## config.mk

```make
export PLATFORM = sky130hd
export DESIGN_NAME = display_arbiter_flat
export DESIGN_NICKNAME = d
export VERILOG_FILES = /design/src/rtl/display_arbiter_if.sv /design/src/rtl/display_arbiter.sv /design/src/flat_wrapper.sv
export SDC_FILE = /design/constraint.sdc
export NUM_CORES = 1
export LEC_CHECK = 0
export CORE_MARGIN = 1.5
export CORE_UTILIZATION = 40
export DETAILED_ROUTE_END_ITERATION = 6
export PLACE_DENSITY = 0.77
export RECOVER_POWER = 100
export REMOVE_ABC_BUFFERS = 1
export SYNTH_ARGS = -nofsm -noshare
export SYNTH_HDL_FRONTEND = slang
export SYNTH_SLANG_ARGS = --single-unit
```

## constraint.sdc

```tcl
create_clock -name clk256 -period 2.9 [get_ports clk256]
set_input_delay 0.58 -clock clk256 [delete_from_list [all_inputs] [get_ports clk256]]
set_output_delay 0.58 -clock clk256 [all_outputs]
set_load 0.01 [all_outputs]
```

## src/rtl/display_arbiter_if.sv

```systemverilog
// Display arbiter bus: user/clock inputs toward the arbiter and the registered 7-seg word, mask and owner back out.
interface display_arbiter_if;
  logic        one_second;
  logic        key_valid;
  logic [15:0] key_buffer;
  logic        load_done;
  logic        show_alarm;
  logic        alarm_ring;
  logic [15:0] current_time;
  logic [15:0] alarm_time;
  logic [15:0] display_word;
  logic [3:0]  display_mask;
  logic [1:0]  source;
  logic        entry_timeout;

  modport master (
    output one_second, key_valid, key_buffer, load_done, show_alarm,
           alarm_ring, current_time, alarm_time,
    input  display_word, display_mask, source, entry_timeout
  );

  modport slave (
    input  one_second, key_valid, key_buffer, load_done, show_alarm,
           alarm_ring, current_time, alarm_time,
    output display_word, display_mask, source, entry_timeout
  );
endinterface

```

## src/rtl/display_arbiter.sv

```systemverilog
// Picks which word owns the 7-seg display (time, key entry, alarm, ringing blink).
// All outputs registered, 1-cycle latency from sampled inputs; no backpressure, every input acted on the cycle it arrives.
module display_arbiter #(
  parameter int TIMEOUT_SEC = 10
) (
  input logic              clk256,
  input logic              reset,
  display_arbiter_if.slave bus
);

  localparam int IDLE_W = $clog2(TIMEOUT_SEC + 1);
  localparam logic [IDLE_W-1:0] IDLE_LAST = IDLE_W'(TIMEOUT_SEC - 1);

  typedef enum logic [1:0] {
    ST_TIME  = 2'b00,
    ST_KEY   = 2'b01,
    ST_ALARM = 2'b10,
    ST_RING  = 2'b11
  } state_t;

  state_t            state_q, state_d;
  logic [IDLE_W-1:0] idle_q, idle_d;
  logic [2:0]        digits_q, digits_d;
  logic [7:0]        blink_q, blink_d;
  logic [15:0]       display_word_q, display_word_d;
  logic [3:0]        display_mask_q, display_mask_d;
  logic              entry_timeout_q, entry_timeout_d;

  always_comb begin
    state_d         = ST_TIME;
    entry_timeout_d = 1'b0;
    idle_d          = '0;
    digits_d        = '0;
    blink_d         = '0;
    display_word_d  = bus.current_time;
    display_mask_d  = 4'b1111;

    // load_done beats both a new digit and an expiring idle timer
    if (state_q == ST_KEY) begin
      if (bus.load_done) begin
        state_d = ST_TIME;
      end else if (bus.key_valid) begin
        state_d = ST_KEY;
      end else if (bus.one_second && idle_q == IDLE_LAST) begin
        state_d         = ST_TIME;
        entry_timeout_d = 1'b1;
      end else begin
        state_d = ST_KEY;
      end
    end else if (bus.key_valid) begin
      state_d = ST_KEY;
    end else if (bus.alarm_ring) begin
      state_d = ST_RING;
    end else if (bus.show_alarm) begin
      state_d = ST_ALARM;
    end else begin
      state_d = ST_TIME;
    end

    case (state_d)
      ST_KEY: begin
        if (state_q != ST_KEY) begin
          idle_d   = '0;
          digits_d = 3'd1;
        end else begin
          if (bus.key_valid) begin
            idle_d   = '0;
            digits_d = (digits_q == 3'd4) ? digits_q : digits_q + 3'd1;
          end else begin
            idle_d   = bus.one_second ? idle_q + 1'b1 : idle_q;
            digits_d = digits_q;
          end
        end
        display_word_d = bus.key_buffer;
        case (digits_d)
          3'd1:    display_mask_d = 4'b0001;
          3'd2:    display_mask_d = 4'b0011;
          3'd3:    display_mask_d = 4'b0111;
          3'd4:    display_mask_d = 4'b1111;
          default: display_mask_d = 4'b0000;
        endcase
      end
      ST_ALARM: display_word_d = bus.alarm_time;
      ST_RING: begin
        blink_d        = (state_q == ST_RING) ? blink_q + 8'd1 : 8'd0;
        display_mask_d = blink_d[7] ? 4'b0000 : 4'b1111;
      end
      default: ;
    endcase
  end

  always_ff @(posedge clk256) begin
    if (reset) begin
      state_q         <= ST_TIME;
      idle_q          <= '0;
      digits_q        <= '0;
      blink_q         <= '0;
      display_word_q  <= 16'h0000;
      display_mask_q  <= 4'b1111;
      entry_timeout_q <= 1'b0;
    end else begin
      state_q         <= state_d;
      idle_q          <= idle_d;
      digits_q        <= digits_d;
      blink_q         <= blink_d;
      display_word_q  <= display_word_d;
      display_mask_q  <= display_mask_d;
      entry_timeout_q <= entry_timeout_d;
    end
  end

  assign bus.display_word  = display_word_q;
  assign bus.display_mask  = display_mask_q;
  assign bus.source        = state_q;
  assign bus.entry_timeout = entry_timeout_q;

endmodule

```

## src/flat_wrapper.sv

```systemverilog
// flat-port wrapper written by rule: the top's interface ports become plain ports
module display_arbiter_flat 
#(
  parameter int TIMEOUT_SEC = 10
)
  (clk256, reset, bus_one_second, bus_key_valid, bus_key_buffer, bus_load_done, bus_show_alarm, bus_alarm_ring, bus_current_time, bus_alarm_time, bus_display_word, bus_display_mask, bus_source, bus_entry_timeout);
  display_arbiter_if bus_i ();
  input logic clk256;
  input logic reset;
  input wire logic [$bits(bus_i.one_second)-1:0] bus_one_second;
  input wire logic [$bits(bus_i.key_valid)-1:0] bus_key_valid;
  input wire logic [$bits(bus_i.key_buffer)-1:0] bus_key_buffer;
  input wire logic [$bits(bus_i.load_done)-1:0] bus_load_done;
  input wire logic [$bits(bus_i.show_alarm)-1:0] bus_show_alarm;
  input wire logic [$bits(bus_i.alarm_ring)-1:0] bus_alarm_ring;
  input wire logic [$bits(bus_i.current_time)-1:0] bus_current_time;
  input wire logic [$bits(bus_i.alarm_time)-1:0] bus_alarm_time;
  output wire logic [$bits(bus_i.display_word)-1:0] bus_display_word;
  output wire logic [$bits(bus_i.display_mask)-1:0] bus_display_mask;
  output wire logic [$bits(bus_i.source)-1:0] bus_source;
  output wire logic [$bits(bus_i.entry_timeout)-1:0] bus_entry_timeout;
  assign bus_i.one_second = bus_one_second;
  assign bus_i.key_valid = bus_key_valid;
  assign bus_i.key_buffer = bus_key_buffer;
  assign bus_i.load_done = bus_load_done;
  assign bus_i.show_alarm = bus_show_alarm;
  assign bus_i.alarm_ring = bus_alarm_ring;
  assign bus_i.current_time = bus_current_time;
  assign bus_i.alarm_time = bus_alarm_time;
  assign bus_display_word = bus_i.display_word;
  assign bus_display_mask = bus_i.display_mask;
  assign bus_source = bus_i.source;
  assign bus_entry_timeout = bus_i.entry_timeout;
  display_arbiter #(.TIMEOUT_SEC(TIMEOUT_SEC)) u_core (.clk256(clk256), .reset(reset), .bus(bus_i));
endmodule
```

==> out/metrics.cfg, run 1 <==
[pwr]
powerDensity_mw_per_mm2 = 463
power_uw = 1240
irDropWorstVdd_mv = 0.300
power_leakage_uw = 0.00106

[synthesis]
syn_area_per_cell_um2 = 8.21
ys_top_cells_by_count = nor2_1, dfxtp_1, a21oi_1, a22oi_1, inv_1
yosysMostFrequentCell = nor2_1
postSynthCellCount = 213
synth_edf_count = 0
async_reset_ff_share_pct = 0
yosys.area.top_type = dfxtp_1
synthAdderAreaFrac_pct = 5.72
synth_cell_types = 37
synthSimpleGateAreaFrac_pct = 21.4
synthFlopType = dfxtp_1
synth.top_cells.by_area = dfxtp_1, nor2_1, a22oi_1
yosysTopAreaCellShare_pct = 43.5
yosys_warnings = 0
synth-seq-cells = 38
synth_top_family_by_area = simple AND/OR/NAND/NOR gates
syn-cell-area_mm2 = 0.00175
seq_area_frac_synth_pct = 43.5
synth_xor_area_share_pct = 4.51
synth.mux.area_fraction_pct = 0.572
synth_compound_area_share_pct = 19.5

[route]
dr.first_iter.drc_count = 85
drc = 0
drtPass1Iterations = 4
drt-total-wl_um = 4330
wl_per_cell_um = 12.6
num_vias = 1727
vias_per_cell = 5.03
route.antenna.remaining_nets = 0

[hold_path]
min_path_type = reg2reg

[placed_design]
portBuffers = 77
gp_congestion = 0.791
hpwlAfterDp_um = 3230

[timing]
grt_setup_unrepaired = no
period_share_pct = 86.5
finClkSkew_ns = 0.00381
fmax_ghz = 0.398
fin_setup_tns_ns = 0
whs_ns = 0.484
tightest_slew_ns = 0.524
fin_crit_ns = 2.51
slew_viol_final = 0
slew_headroom_pct = 64.8
hold_viol_final = 0
setup_viol = 0

[run_status]
status = finished, final reports clean

[floorplanning]
core_mm2 = 0.00412
start_util_pct = 42.5
num_rows = 23
die_w_um = 69.1
die_area_mm2 = 0.00478
die_h_um = 69.1
ioPinCount = 78

[clock_network]
path_clk_slew_ns = 0.07
clockBufferDepth = 2
cts_resized = 0
clkSinkCount = 38
htreeDepth = 2
cts_setup_buffers = 0
insertion_delay_ns = 0.29
cts_buffers = 5
cts_tree = done
hold_buffers = 0
cts-root-buf = clkbuf_8

[setup_path]
crit_type = in2reg
arrival_ns = 2.64
max_stage_delay_ns = 0.50
cp.required_ns = 3.03
worstSetupEndpointType = register
crit_slowest_cell = clkdlybuf4s50_1
setup.worst_path.start_class = primary input
critical_path_peak_fanout = 11
path_cells = clkdlybuf4s50_1, clkbuf_1, or3_1, inv_1, ha_1, a311oi_1, o21ai_0

[final_layout]
nets = 357
drive_above_1_share_pct = 5.80
areaGrowthSynthToFinish_pct = 53.3
fillers = 369
diodes = 0

[flow_run]
cap_viol_max_count = 0

[global_route]
grt_start_max_net_pins = 33
antenna_found_initial = 0
grt_pass1_vias = 1665
grt_overflow = 0
track_usage_pct = 19.3
grt_pass1_wl_um = 7480

-- routing by layer --
| layer | GRT usage (%) | vias up | wire (um) |
|---|---|---|---|
| li1 | - | 898 | - |
| met5 | 0 | - | 0 |
| met4 | 9.80 | 0 | 66 |
| met1 | 24.1 | 755 | 1980 |
| met2 | 30.8 | 67 | 1940 |
| met3 | 4.68 | 7 | 349 |
-- stage by stage --
stage / area, um^2 / setup slack (ns) / cells / util, %
2_1_floorplan: 1710 / 0.461 / 202 / -
3_3_place_gp: 2610 / 0.301 / 337 / 63.5
3_5_place_dp: 2610 / 0.271 / 337 / 63.5
4_1_cts: 2700 / 0.571 / 343 / 65.5
5_1_grt: 2680 / 0.230 / 343 / 65.2
6_report: 2680 / 0.390 / 343 / 65.2
-- area by class of cell --
type / instances / area [um^2] / share of cell area (%)
timing repair buffer: 85 / 836 / 31.2
sequential: 38 / 761 / 28.4
inverter: 11 / 41.3 / 1.54
clock buffer: 6 / 82.6 / 3.08
tap: 50 / 62.6 / 2.33
multi-input combinational: 153 / 898 / 33.5
-- final timing paths --
check             depth (start not counted)                         end                 start  slack (ns)
setup / recovery                          7  u_core.bus.display_mask[2]         bus_key_valid        0.39
hold / removal                            1           u_core.blink_q[0]     u_core.blink_q[0]        0.48
setup reg to reg                          8  u_core.bus.display_mask[2]  u_core.bus.source[0]        0.75
hold reg to reg                           1           u_core.blink_q[0]     u_core.blink_q[0]        0.48
-- cells by family (layout without fill, tap and decap cells) --
kind of cell / Yosys count / after routing
compound gates: 53 / 53
xor+xnor: 9 / 9
fa+ha+maj: 8 / 8
buf+inv: 22 / 102
flops: 38 / 38
mux: 1 / 1
simple gates: 82 / 82
-- where the power goes --
group	switching (uW)	internal, uW
logic	144	175
clock network	170	183
registers	11.3	557
-- registers in the layout, indices dropped and copies added, names as in the netlist --
name / cells
u_core.bus.source: 2
u_core.blink_q: 8
u_core.bus.entry_timeout: 1
u_core.bus.display_word: 16
u_core.bus.display_mask: 4
u_core.digits_q: 3
u_core.idle_q: 4
-- placed cells by master, fill, tap and decap left out, drive strengths merged, types with 2 or more instances in the layout --
cell type,n
inv,11
a31oi,2
a22oi,16
dlygate4sd3,24
nand2,9
nand4,2
or3,3
xor2,6
nor2,50
buf,6
dfxtp,38
xnor2,3
nand2b,2
clkbuf,8
a21oi,21
nand3,6
a211oi,2
o2111ai,3
nor2b,2
ha,8
clkdlybuf4s50,53
o21ai,5
-- critical path: cells and delay by family --
| kind | cells | cell delay, ns |
|---|---|---|
| buf+inv | 3 | 0.93 |
| compound gates | 2 | 0.67 |
| simple gates | 1 | 0.22 |
| fa+ha+maj | 1 | 0.22 |
(Power assumes the default switching activity.)
==> run 2, diff against run 1 <==
--- a/config.mk
+++ b/config.mk
@@ -9,5 +9,5 @@
 export CORE_UTILIZATION = 40
 export DETAILED_ROUTE_END_ITERATION = 6
-export PLACE_DENSITY = 0.77
+export PLACE_DENSITY = 0.74
 export RECOVER_POWER = 100
 export REMOVE_ABC_BUFFERS = 1
==> constraint.sdc (replaced) <==
create_clock -name clk256 -period 2.9 [get_ports clk256]
set_input_delay 0.725 -clock clk256 [delete_from_list [all_inputs] [get_ports clk256]]
set_output_delay 0.725 -clock clk256 [all_outputs]
set_load 0.01 [all_outputs]
==> run 2 against run 1 <==
First-iteration DRC count is 46% lower; flip-flop and latch count stayed put; sequential power hardly changed; worst hold slack worse by 0.0034 ns; clock skew is 0.0038 ns higher; sequential share of layout area is 0.48 points lower; core utilization is 1.1 points higher; register-to-register slack better by 0.12 ns; routed wire length is 1.1% higher; maximum frequency is 0.97% lower; non-clock buffer count stayed put; setup slack worse by 0.024 ns; largest cell class unchanged; highest routed layer unchanged.
==> out/metrics.cfg, run 2 (same netlist as run 1, synthesis figures left out) <==
[flow_run]
cap_viol_max_count = 0  ; unchanged

[route]
wl_per_cell_um = 12.7  ; was 12.6 um
vias_per_cell = 4.96  ; was 5.03
route.antenna.remaining_nets = 0  ; unchanged
drt-total-wl_um = 4380  ; was 4330 um
num_vias = 1711  ; was 1727
drtPass1Iterations = 4  ; unchanged
drc = 0  ; unchanged
dr.first_iter.drc_count = 46  ; was 85

[setup_path]
worstSetupEndpointType = register  ; unchanged
worstSetupEndpoint = u_core.bus.display_word[6]  ; was u_core.bus.display_mask[2]
setup.worst_path.start_class = primary input  ; unchanged
reg2reg_slack_ns = 0.87  ; was 0.75 ns
cp.required_ns = 3.12  ; was 3.03 ns
cp-startpoint = bus_key_valid  ; unchanged
arrival_ns = 2.75  ; was 2.64 ns
r2r-end = u_core.bus.display_word[6]  ; was u_core.bus.display_mask[2]
crit_type = in2reg  ; unchanged
rr_worst_depth = 11  ; was 8
critical_path_peak_fanout = 16  ; was 11
rr_startpoint = u_core.bus.source[0]  ; unchanged

[timing]
hold_viol_final = 0  ; unchanged
finClkSkew_ns = 0.00765  ; was 0.00381 ns
period_share_pct = 87.4  ; was 86.5%
fmax_ghz = 0.395  ; was 0.398 GHz
setup_viol = 0  ; unchanged
slew_viol_final = 0  ; unchanged
fin_crit_ns = 2.53  ; was 2.51 ns
grt_setup_unrepaired = no  ; unchanged
fin_setup_tns_ns = 0  ; unchanged
tightest_slew_ns = 0.342  ; was 0.524 ns
whs_ns = 0.481  ; was 0.484 ns
slew_headroom_pct = 77.1  ; was 64.8%

[pwr]
powerDensity_mw_per_mm2 = 486  ; was 463 mW/mm^2
power_leakage_uw = 0.00108  ; was 0.00106 uW
irDropWorstVdd_mv = 0.256  ; was 0.300 mV

[floorplanning]
die_h_um = 69.1  ; unchanged
die_w_um = 69.1  ; unchanged
start_util_pct = 42.5  ; unchanged
core_mm2 = 0.00412  ; unchanged
ioPinCount = 78  ; unchanged
die_area_mm2 = 0.00478  ; unchanged
num_rows = 23  ; unchanged

[final_layout]
diodes = 0  ; unchanged
finalInstanceArea_mm2 = 0.00273  ; was 0.00268 mm^2
largest_reg_flops = 16  ; unchanged
areaGrowthSynthToFinish_pct = 55.9  ; was 53.3%
drive_above_1_share_pct = 6.44  ; was 5.80%
multiInputGateArea_um2 = 905  ; was 898 um^2
layout_commonest_cell = clkdlybuf4s50_1  ; unchanged
nets = 357  ; unchanged
layout_common_cells = clkdlybuf4s50_1, nor2_1, dfxtp_1  ; unchanged
fillers = 355  ; was 369
seq_area_um2 = 761  ; unchanged
finalNonFillerCells = 345  ; was 343

[clock_network]
cts_setup_buffers = 0  ; unchanged
cts-root-buf = clkbuf_8  ; unchanged
insertion_delay_ns = 0.28  ; was 0.29 ns
clockBufferDepth = 2  ; unchanged
path_clk_slew_ns = 0.07  ; about the same
hold_buffers = 0  ; unchanged
cts_tree = done  ; unchanged
clkSinkCount = 38  ; unchanged
cts_resized = 0  ; unchanged
cts_buffers = 5  ; unchanged
htreeDepth = 2  ; unchanged

[global_route]
grt_overflow = 0  ; unchanged
track_usage_pct = 18.7  ; was 19.3%
antenna_found_initial = 0  ; unchanged
grt_start_max_net_pins = 33  ; unchanged
grt_pass1_vias = 1584  ; was 1665
grt_pass1_wl_um = 7300  ; was 7480 um

[placed_design]
dp.cells = 337  ; unchanged
portBuffers = 77  ; unchanged
dpl_cell_area_mm2 = 0.00263  ; was 0.00261 mm^2
hpwlAfterDp_um = 3250  ; was 3230 um
gp_congestion = 0.787  ; was 0.791

[run_status]
status = finished, final reports clean  ; unchanged

[hold_path]
min_path_type = reg2reg  ; unchanged

## run 2: cell count changes in the layout (fill, tap and decap cells not counted), sizes merged
| cell | before | now |
|---|---|---|
| clkdlybuf4s50 | 53 | 52 |
| dlygate4sd3 | 24 | 25 |
| buf | 6 | 7 |
| bufinv | 0 | 1 |
## run 2: through the flow
stage	setup WS, ns	power (uW)	utilization (%)
3_5_place_dp	0.197	926	63.8
6_report	0.366	1320	66.3
4_1_cts	0.494	1360	66.4
2_1_floorplan	0.438	723	-
5_1_grt	0.167	1400	66.3
3_3_place_gp	0.237	922	63.8
## run 2: metal layers
metal	routed length [um]	vias to the layer above	track usage, %	part of all wire [%]
li1	-	898	-	-
met1	1960	747	22.6	45
met2	2080	59	32.4	47
met3	304	7	5.41	6.9
met4	46	0	5.23	1.0
met5	0	-	0	0
## run 2: critical path: stages
cell and delay, ns:
dlygate4sd3_1 0.59, nor3b_1 0.20, nand4_1 0.13, o311ai_1 0.12
clkbuf_1 0.22, ha_1 0.17, buf_4 0.22, a22oi_1 0.12
nor2_1 0.12, a21oi_1 0.06, nor2_1 0.08
## run 2: worst min path at each step
stage | from | end | cells past startpoint
after floorplan | u_core.blink_q[0] | u_core.blink_q[0] | 1
after CTS | u_core.blink_q[0] | u_core.blink_q[0] | 1
final | u_core.blink_q[0] | u_core.blink_q[0] | 1
after global placement | u_core.blink_q[0] | u_core.blink_q[0] | 1
after detailed placement | u_core.blink_q[0] | u_core.blink_q[0] | 1
after global routing | u_core.blink_q[0] | u_core.blink_q[0] | 1
## run 2: final cells by class
cell class,instances,area share (%)
Multi-Input combinational cell,153,33.2
Clock inverter,1,1.10
Timing Repair Buffer,85,31.2
Tap cell,50,2.29
Clock buffer,7,2.80
Inverter,11,1.51
Sequential cell,38,27.9
## run 2: power by group
part	total (uW)	leakage (uW)	switching [uW]	internal, uW
registers	569	0.000311	12.5	557
clock network	430	0.0000524	172	257
logic	326	0.000714	145	181
total	1320	0.00108	330	995
